<file path="src/rtl/nco_pkg.sv">
// Shared widths, LFSR constants and the dither alignment helper for the NCO.
package nco_pkg;

    localparam int NBF_DEF = 48;
    localparam int NBA_DEF = 22;
    localparam int NBC_DEF = 24;

    localparam int          LFSR_W    = 16;
    localparam logic [15:0] LFSR_SEED = 16'hACE1;
    // Galois taps for x^16 + x^14 + x^13 + x^11 + 1 in right-shift form
    localparam logic [15:0] LFSR_TAPS = 16'hB400;

    // Left shift that places the LFSR MSB one bit below the truncation point.
    // A negative result means the LFSR is wider than the discarded field and
    // must be shifted right instead.
    function automatic int dither_lshift(input int nbf, input int nba);
        return nbf - nba - LFSR_W;
    endfunction

endpackage

</file>
<file path="src/rtl/nco_lfsr.sv">
// 16-bit Galois LFSR used as the truncation dither source.
module nco_lfsr
    import nco_pkg::*;
(
    input  logic        i_clk,
    input  logic        i_rst,
    output logic [15:0] o_state
);

    logic [15:0] r_state;

    // advance one step per clock; reset reloads the nonzero seed
    always_ff @(posedge i_clk) begin
        if (i_rst) begin
            r_state <= LFSR_SEED;
        end else begin
            r_state <= (r_state >> 1) ^ (r_state[0] ? LFSR_TAPS : 16'h0000);
        end
    end

    assign o_state = r_state;

endmodule

</file>
<file path="src/rtl/nco_phase_acc.sv">
// Phase accumulator NCO with offset, sync clear, linear chirp and optional
// LFSR truncation dither. Produces one angle word per clock for sincos.
module nco_phase_acc
    import nco_pkg::*;
#(
    parameter int NBF    = NBF_DEF,
    parameter int NBA    = NBA_DEF,
    parameter int DITHER = 1,
    parameter int NBC    = NBC_DEF
) (
    input  logic           c,
    input  logic           r,
    input  logic           freq_wr,
    input  logic [NBF-1:0] freq,
    input  logic           poff_wr,
    input  logic [NBA-1:0] poff,
    input  logic           sync,
    input  logic           sweep_start,
    input  logic [NBF-1:0] sweep_step,
    input  logic [NBC-1:0] sweep_len,
    output logic           sweep_busy,
    output logic [NBF-1:0] freq_cur,
    output logic [NBA-1:0] a
);

    logic [NBF-1:0] r_f;
    logic [NBF-1:0] r_step;
    logic [NBC-1:0] r_cnt;
    logic           r_busy;
    logic [NBF-1:0] r_acc;
    logic [NBA-1:0] r_poff;
    logic [NBA-1:0] r_a;
    logic [NBF-1:0] w_dither;

    generate
        if (DITHER != 0) begin : g_dither
            localparam int DSH = dither_lshift(NBF, NBA);
            logic [15:0] w_lfsr;

            nco_lfsr u_lfsr (
                .i_clk   (c),
                .i_rst   (r),
                .o_state (w_lfsr)
            );

            if (DSH >= 0) begin : g_up
                assign w_dither = NBF'(w_lfsr) << DSH;
            end else begin : g_dn
                assign w_dither = NBF'(w_lfsr >> (-DSH));
            end
        end else begin : g_plain
            assign w_dither = '0;
        end
    endgenerate

    // frequency register and chirp engine; a direct write always beats a sweep
    always_ff @(posedge c) begin
        if (r) begin
            r_f    <= '0;
            r_step <= '0;
            r_cnt  <= '0;
            r_busy <= 1'b0;
        end else if (freq_wr) begin
            r_f    <= freq;
            r_cnt  <= '0;
            r_busy <= 1'b0;
        end else if (sweep_start) begin
            // restart takes effect without applying an increment this cycle
            r_step <= sweep_step;
            r_cnt  <= sweep_len;
            r_busy <= (sweep_len != '0);
        end else if (r_busy) begin
            r_f   <= r_f + r_step;
            r_cnt <= r_cnt - NBC'(1);
            if (r_cnt == NBC'(1)) begin
                r_busy <= 1'b0;
            end
        end
    end

    // accumulate with pre-update frequency, then dither, truncate and offset
    always_ff @(posedge c) begin
        if (r) begin
            r_acc  <= '0;
            r_poff <= '0;
            r_a    <= '0;
        end else begin
            r_acc <= sync ? '0 : r_acc + r_f;
            if (poff_wr) begin
                r_poff <= poff;
            end
            // dither sum wraps at NBF before the top NBA bits are kept
            r_a <= NBA'((r_acc + w_dither) >> (NBF - NBA)) + r_poff;
        end
    end

    assign sweep_busy = r_busy;
    assign freq_cur   = r_f;
    assign a          = r_a;

endmodule

</file>
<file path="config.mk">
export PLATFORM = sky130hd
export DESIGN_NAME = nco_phase_acc
export DESIGN_NICKNAME = d
export VERILOG_FILES = /design/src/rtl/nco_pkg.sv /design/src/rtl/nco_lfsr.sv /design/src/rtl/nco_phase_acc.sv
export SDC_FILE = /design/constraint.sdc
export NUM_CORES = 1
export LEC_CHECK = 0
export CAP_MARGIN = 0
export CORE_AREA = 2 2 166 168
export DETAILED_ROUTE_END_ITERATION = 10
export DIE_AREA = 0 0 168 170
export PLACE_DENSITY = 0.83
export RECOVER_POWER = 25
export SLEW_MARGIN = 20
export SYNTH_ARGS = -nofsm -noshare
export SYNTH_HDL_FRONTEND = slang
export SYNTH_SLANG_ARGS = --single-unit
export TNS_END_PERCENT = 1
</file>
<file path="constraint.sdc">
create_clock -name c -period 4.5 [get_ports c]
set_input_delay 0.9 -clock c [delete_from_list [all_inputs] [get_ports c]]
set_output_delay 0.9 -clock c [all_outputs]
set_load 0.005 [all_outputs]
</file>
Yosys cells after proc, flatten, opt, wreduce, memory -nomap -nowiden --
Index checks and enable logic that the tools add are counted.
Word-level totals: flip-flop bits (word level) 229, latch bits 0, memory bits (writable) 0, memory bits (read-only) 0, input port bits 148, output and inout port bits 71, word-level logic and storage cells 33, memories kept 0
Cells by class: add/subtract/negate cells 5, $mul 0, divide/modulo/power cells 0, order comparisons 0, equality and inequality tests 2, shift operators 0, multiplexer cells 9, bitwise operators 2, reduce and logical (&&, ||, !) cells 7
Operator list (count):
- 48-bit two-way mux | 3
- 48-bit adder | 2
- 48-bit by 26-bit adder with 48-bit output | 1
- 24-bit two-way mux | 2
- 24-bit by 1-bit == test with 1-bit output (second input constant) | 1
- 24-bit nonzero test | 1
- 24-bit by 1-bit subtractor with 24-bit output (second input constant) | 1
- 22-bit adder | 1
- 16-bit two-way mux | 1
- 15-bit by 16-bit bitwise XOR with 16-bit output | 1
- 2-bit AND reduction | 2
- 2-bit nonzero test | 2
- 2-bit OR reduction | 2
- 1-bit two-way mux | 3
- 2-bit inequality test (second input constant) | 1
- 1-bit inverter | 1

Longest topological paths before layout --
Gate-level depths: netlist of the first run.
depth after elaboration 4, depth in mapped cells 20, gate-level depth less buffers 20

Modules after synthesis --
From an unflattened synthesis of the first run, not the netlist that was laid out.
Unflattened totals: cell total of the unflattened synthesis 1860, area, all modules 14754.2 um^2
Modules (own cells, without submodules):
- nco_phase_acc | times used 1, cells each 1824, area an instance 14291.2 um^2, seq. area each 4264.1 um^2
- nco_lfsr | times used 1, cells each 36, area an instance 462.9 um^2, seq. area each 320.3 um^2

Least setup slack after synthesis of the first run --
No wires, ideal clock.
path type reg-to-reg, start point reg r_acc[16], end point reg r_a[21] (netlist: a[21]), library setup time 65 ps, arrival time 4038 ps, required time 4435 ps, slack 397 ps, stages on the path, launching flop included 20, buffers on the path 1, clock period less this slack 4103 ps, cells stage by stage dfxtp_1 ha_1 a21o_1 a21o_1 a221o_1 o21ai_1 a211oi_1 and3_1 clkbuf_1 xor2_1 ha_1 o21a_1 nand3_1 o21ai_0 a21oi_1 a311oi_1 a31oi_1 o21ai_0 xnor3_1 nor2_1
On the way: longest elaborated chain between the ends 2
RTL lines:
- from (decl) | line nco_phase_acc.sv:30 | logic [NBF-1:0] r_acc;
- from (signal assigned) | line nco_phase_acc.sv:88 | r_acc <= sync ? '0 : r_acc + r_f;
- 48-bit by 26-bit adder with 48-bit output | line nco_phase_acc.sv:93 | r_a <= NBA'((r_acc + w_dither) >> (NBF - NBA)) + r_poff;
- 22-bit adder | line nco_phase_acc.sv:93
- to (signal assigned) | line nco_phase_acc.sv:93
- to (decl) | line nco_phase_acc.sv:32 | logic [NBA-1:0] r_a;
Every way passes these cells. A chain may end at the register's enable or synchronous reset.

Worst setup path in the final report of the first run --
Same ends and word-level chain as after synthesis.

==> metrics, run 1 <==
CTS H-tree lvls 1; Final Hold Viols 0; library cells used by synthesis between 70 and 80; number of cell rows 60; commonest non-fill, non-tap cell in the layout dfxtp_1; yosys warns 0; area of the mapped netlist roughly 15000 sq um; PnR worst setup slack about 0.14 ns; Hold/Removal Path Class reg2reg; pre-CTS WS -0.0628 ns; post-synthesis register bit count between 200 and 250; Fmax around 230 MHz; sequential cell area between 4000 and 5000 sq um; Syn Nets about 2100; Met2 Routed Length 18600 um; layout cells sized above 1 5.09%; met3 WL about 3000 um; crit-path max FO 8; Max-slew headroom -89.8%; largest cells by area after synthesis dfxtp_1, ha_1, a21oi_1, nor2_1, nand2_1; Critical Path RT roughly 5.0 ns; routed vias/inst about 6; final setup vio count 0; total CTS buffers 26; crit end category register; count of pins over their slew limit roughly 220; gpl congestion 0.963; IO Pins roughly 220; CTS Sinks roughly 230; Crit Path Category reg2reg; Final Util 67.6%; EDFF count, synth 0; initial antenna violation count 1; latest clock arrival within the worst-skew pair 0.54 ns; die height approximately 170 um; violations in the final reports capacitance limit, slew limit; MaxCap Viol Count 4; hpwl dp 30400 um; area leader, netlist dfxtp_1; crit path DAT roughly 4.8 ns; clk buf depth 3; first-pass GRT wire length between 60000 and 70000 um; top routing layer used met4; Post-synth ARST share 0%; Layout Skew between 0.02 and 0.025 ns; crit share post-route between 90% and 100%; top-area cell type share of the netlist area a little under a third; Root Buffer Master clkbuf_16; Initial DRC Count about 910; most frequent cells in the layout dfxtp_1, nor2_1, a21oi_1, clkdlybuf4s50_1, nand2_1; Worst IR Drop VDD about 0.00024 V; minimum clock period 4.36 ns; Multi-input gate area 9570 sq um; Total Wirelength 40800 um; GRT overflow 0; clock-pin slew on the worst setup and hold paths ~0.060 ns; CTS tree done; Critical Path Start Type register; Syn Inst Count roughly 1800; P_leak slightly below 8 nW; GRT Overall Usage between 20 and 30%; via count 14100; Remaining DRCs 0; ys flop type dfxtp_1; Layout area overhead 23.5%; largest net degree at the start of global routing 93; vias in the first global route approximately 14000; initial core utilization approximately 55%; Non-Filler Instances approximately 2400; number of port buffers around 220; drt wl/cell 17.1 um; Die Footprint ~29000 sq um; post-synthesis sequential area ratio around a third; setup bufs post-CTS 0; Met1 Wirelength about 18000 um; cts hold-fix bufs 0; fill count approximately 2100; placed cells roughly 2300; synthesized area per cell 7.94 sq um; Pre-Repair DR Iteration Count 5; ANT nets after route 0; Final Net Count 2307; Horiz. Die Dim 168 um; Fin Hold WS between 0.4 and 0.5 ns; outcome complete, but fails checks; Slew @ Worst Pin between 2 and 3 ns; Core Footprint around 27000 sq um; Pwr Density 309 nW/um^2
[power by group]
group | total [mW] | leakage (nW) | internal (mW) | switching (mW)
logic | 1.03 | 5.39 | 0.501 | 0.527
clock network | 2.28 | 0.457 | 1.41 | 0.877
registers | 2.26 | 1.88 | 2.14 | 0.118
total | 5.57 | 7.73 | 4.05 | 1.52
[what timing repair did]
| action | in CTS | in global routing |
|---|---|---|
| setup endpoints to repair | 2 | 8 |
| pin swaps | 0 | 1 |
| resized for setup | 1 | 9 |
[flip-flops by register name, indices dropped and copies added, names as in the netlist]
| register | count |
|---|---|
| freq_cur | 48 |
| g_dither.u_lfsr.o_state | 16 |
| r_acc | 48 |
| r_step | 48 |
| a | 22 |
| r_poff | 22 |
| r_cnt | 24 |
| sweep_busy | 1 |
[worst max-delay path, stage by stage (launching register included)]
cell      delay (ns)
dfxtp_1         0.32
ha_1            0.31
a21o_1          0.18
a21o_1          0.17
a221o_1         0.34
o21ai_4         0.21
a211oi_2        0.15
and3_2          0.29
and3_1          0.18
xor2_1          0.14
ha_1            0.38
nand3_1         0.19
a21oi_1         0.22
a21oi_2         0.07
a311oi_2        0.24
a31oi_1         0.16
o21ai_0         0.23
xnor3_1         0.43
nor2_1          0.08
[routing by layer]
layer  up-vias  track usage, %
met5         -               0
met2       500            47.1
met4         0            10.6
met1      6544            35.8
li1       6937               -
met3       105            5.00
[stage by stage]
step	instance area, sq um	power [mW]	setup TNS (ns)
floorplan	14600	2.90	0
global placement	17000	3.28	0
detailed placement	17000	3.31	-0.0628
CTS	18000	5.58	0
global route	18000	5.80	-0.00294
finish	18000	5.57	0
[area by class of cell]
type	count	share of cell area (%)
clock inverter	10	0.736
tap	341	2.37
inverter	51	1.06
sequential	229	25.5
multi-input combinational	1479	53.1
timing repair buffer	236	12.8
antenna	1	0.0139
clock buffer	37	4.46
[kinds of logic (layout without fill, tap and decap cells)]
group | after synthesis | after routing | synth area share (%)
adder cells (fa/ha/maj) | 136 | 136 | 11.8
other | 0 | 1 | 0
XOR/XNOR | 132 | 132 | 8.02
AO/OA/AOI/OAI | 536 | 536 | 23.3
multiplexers | 26 | 26 | 1.79
flip-flops | 229 | 229 | 31.4
AND/OR/NAND/NOR | 649 | 649 | 20.3
buffers and inverters | 129 | 334 | 3.33
[worst paths after layout]
check                        startpoint                          to  slack, ns  cells past startpoint
max                           r_acc[16]                       a[21]       0.14                     18
min          g_dither.u_lfsr.o_state[7]  g_dither.u_lfsr.o_state[6]       0.45                      1
max reg2reg                   r_acc[16]                       a[21]       0.14                     18
min reg2reg  g_dither.u_lfsr.o_state[7]  g_dither.u_lfsr.o_state[6]       0.45                      1
[synth_stat cells (4+ instances only)]
| cell | count |
|---|---|
| a211oi_1 | 19 |
| and4_1 | 6 |
| nand4_1 | 18 |
| or2_2 | 15 |
| dfxtp_1 | 229 |
| and2_1 | 13 |
| nor2_1 | 222 |
| a41o_1 | 4 |
| a31oi_1 | 17 |
| a21o_1 | 64 |
| inv_1 | 51 |
| nor2b_1 | 28 |
| mux2i_1 | 25 |
| a221o_1 | 9 |
| nor3b_1 | 6 |
| and3_1 | 20 |
| a41oi_1 | 6 |
| nand3b_1 | 4 |
| nand3_1 | 36 |
| or3_1 | 10 |
| nand2b_1 | 15 |
| a311oi_1 | 9 |
| xor2_1 | 49 |
| o21a_1 | 15 |
| nor3_1 | 25 |
| o21ai_1 | 6 |
| o21bai_1 | 18 |
| nor4_1 | 15 |
| buf_1 | 7 |
| o211ai_1 | 11 |
| o22ai_1 | 7 |
| a21oi_1 | 223 |
| ha_1 | 133 |
| clkbuf_1 | 70 |
| nand2_1 | 206 |
| a221oi_1 | 9 |
| o21ai_0 | 81 |
| xnor2_1 | 82 |
Power figures use the tool's default switching activity.
==> run 2: changes to the inputs <==
--- a/config.mk
+++ b/config.mk
@@ -6,9 +6,9 @@
 export NUM_CORES = 1
 export LEC_CHECK = 0
 export CAP_MARGIN = 0
-export CORE_AREA = 2 2 166 168
+export CORE_AREA = 2 2 175 160
 export DETAILED_ROUTE_END_ITERATION = 10
-export DIE_AREA = 0 0 168 170
+export DIE_AREA = 0 0 177 162
 export PLACE_DENSITY = 0.83
 export RECOVER_POWER = 25
 export SLEW_MARGIN = 20
==> run 2 against run 1 <==
Effect of this change:
- the flow still finishes with violations (capacitance limit, slew limit)
- critical endpoint unchanged
- first-iteration DRC count fell by 1.2%
- cell count is 0.50% higher
- setup slack better by 0.074 ns
- critical path type unchanged
- sequential cell count unchanged
- largest cell class unchanged
- register-to-register slack improved by 0.07 ns
- hold slack better by 0.0046 ns
- largest power group unchanged
- wire length up 4.1%
- clock skew shrank 0.011 ns
- sequential share of layout area hardly changed
- sequential power about the same
- clock-buffer cell count decreased by 1
==> metrics, run 2 (synthesis results as in run 1) <==
first-pass GRT wire length 67200 um; design area ~18000 sq um; number of port buffers approximately 220; setup bufs post-CTS 0; violations in the final reports capacitance limit, slew limit; final setup vio count 0; Critical Path RT around 5.0 ns; Pwr Density a little over 300 nW/um^2; commonest non-fill, non-tap cell in the layout dfxtp_1; Total Wirelength around 43000 um; initial core utilization a little over half; GRT overflow 0; Final Net Count 2306; slowest CP cell xnor3_1; placed cells between 2000 and 2500; layout cells sized above 1 under 10%; Layout area overhead 23.4%; count of pins over their slew limit 78; setup TNS 0 ns; Fmax approximately 230 MHz; Hold/Removal Path Class reg2reg; Die Footprint 28700 sq um; total CTS buffers 26; largest net degree at the start of global routing between 60 and 70; ANT nets after route 0; Non-Filler Instances 2396; via count between 10000 and 15000; Final Total Pwr 5.57 mW; clk buf depth 3; drt wl/cell between 15 and 20 um; crit path DAT between 4 and 5 ns; MaxCap Viol Count 4; gpl congestion 0.949; initial antenna violation count 2; routed vias/inst roughly 6; clock-pin slew on the worst setup and hold paths about 0.06 ns; Pre-Repair DR Iteration Count 5; slowest cell delay on critical path 0.40 ns; crit end category register; Initial DRC Count around 900; Antenna diodes 0; Max-slew headroom -32.3%; number of cell rows 57; vias in the first global route 13500; Final Hold Viols 0; Slew @ Worst Pin roughly 2 ns; PnR worst setup slack about 0.21 ns; crit-path max FO 5; cts hold-fix bufs 0; CTS tree done; CTS H-tree lvls 1; die height roughly 160 um; critical path, cell by cell ha_1 > a21o_1 > a21o_1 > a221o_1 > o21ai_2 > a211oi_2 > and3_1 > and3_1 > xor2_1 > ha_1 > nand3_1 > nor2_1 > a21oi_2 > a311oi_2 > a31oi_1 > o21ai_0 > xnor3_1 > nor2_1; RSZ-0062 raised after global routing true; CTS Sinks around 230; Layout Skew between 0.01 and 0.015 ns; Critical Path Start Type register; Remaining DRCs 0; GRT Overall Usage approximately 29%; minimum clock period ~4.3 ns; most frequent cells in the layout dfxtp_1, nor2_1, a21oi_1, nand2_1, clkdlybuf4s50_1; Crit Path Category reg2reg; P_leak around 8 nW; Root Buffer Master clkbuf_16; hpwl dp approximately 31000 um; latest clock arrival within the worst-skew pair between 0.5 and 0.6 ns; outcome complete, but fails checks; IO Pins ~220; Worst IR Drop VDD ~0.00026 V; Horiz. Die Dim roughly 180 um; pre-CTS WS -0.0267 ns; placed inst area 17000 sq um; Core Footprint around 27000 sq um; crit share post-route between 90% and 100%
-- run 2: changes by cell type in the layout (fill, tap and decap cells not counted), sizes merged --
cell	previous run	this run
clkinvlp	3	0
clkdlybuf4s50	213	205
clkbuf	42	39
dlygate4sd3	3	11
buf	15	16
clkinv	4	9
diode	1	0
-- run 2: where the power goes --
part | internal (mW) | switching (mW) | leakage, nW
logic | 0.498 | 0.533 | 5.42
registers | 2.14 | 0.122 | 1.88
clock network | 1.39 | 0.879 | 0.469
total | 4.03 | 1.53 | 7.77
-- run 2: metal layers --
layer / vias up / part of all wire, % / global-route usage (%)
met5: - / 0.031 / 0
met4: 2 / 2.9 / 8.34
met3: 90 / 8.3 / 6.04
met2: 524 / 45 / 46.8
met1: 6587 / 44 / 38.2
li1: 6929 / - / -
-- run 2: worst paths after layout --
check,startpoint,end,slack [ns],cells past startpoint
min reg2reg,g_dither.u_lfsr.o_state[1],g_dither.u_lfsr.o_state[0],0.45,1
max reg2reg,r_acc[16],a[21],0.21,18
min,g_dither.u_lfsr.o_state[1],g_dither.u_lfsr.o_state[0],0.45,1
max,r_acc[16],a[21],0.21,18
-- run 2: final cells by class --
cell class	count	area, sq um
repair buffers	235	2300
flip-flops and latches	229	4580
inverters	51	191
fillers	2154	8740
clock buffers	36	790
well taps	354	443
clock inverters	12	139
multi-input cells	1479	9560
-- run 2: worst max-delay path, delay by kind of cell, from the launching register on --
kind / cells / cell delay (ns)
fa+ha+maj: 2 / 0.68
xor+xnor: 2 / 0.54
simple gates: 5 / 0.91
flops: 1 / 0.32
compound gates: 9 / 1.77
-- run 2: timing repair --
item,CTS,global route
gates cloned,0,0
resized for setup,1,9
pin swaps,0,1
setup endpoints to repair,2,6
-- run 2: through the flow --
stage | util, % | hold slack (ns)
floorplan | - | 0.419
global placement | 63.7 | 0.423
detailed placement | 63.7 | 0.438
CTS | 67.2 | 0.454
global route | 67.3 | 0.462
finish | 67.3 | 0.454
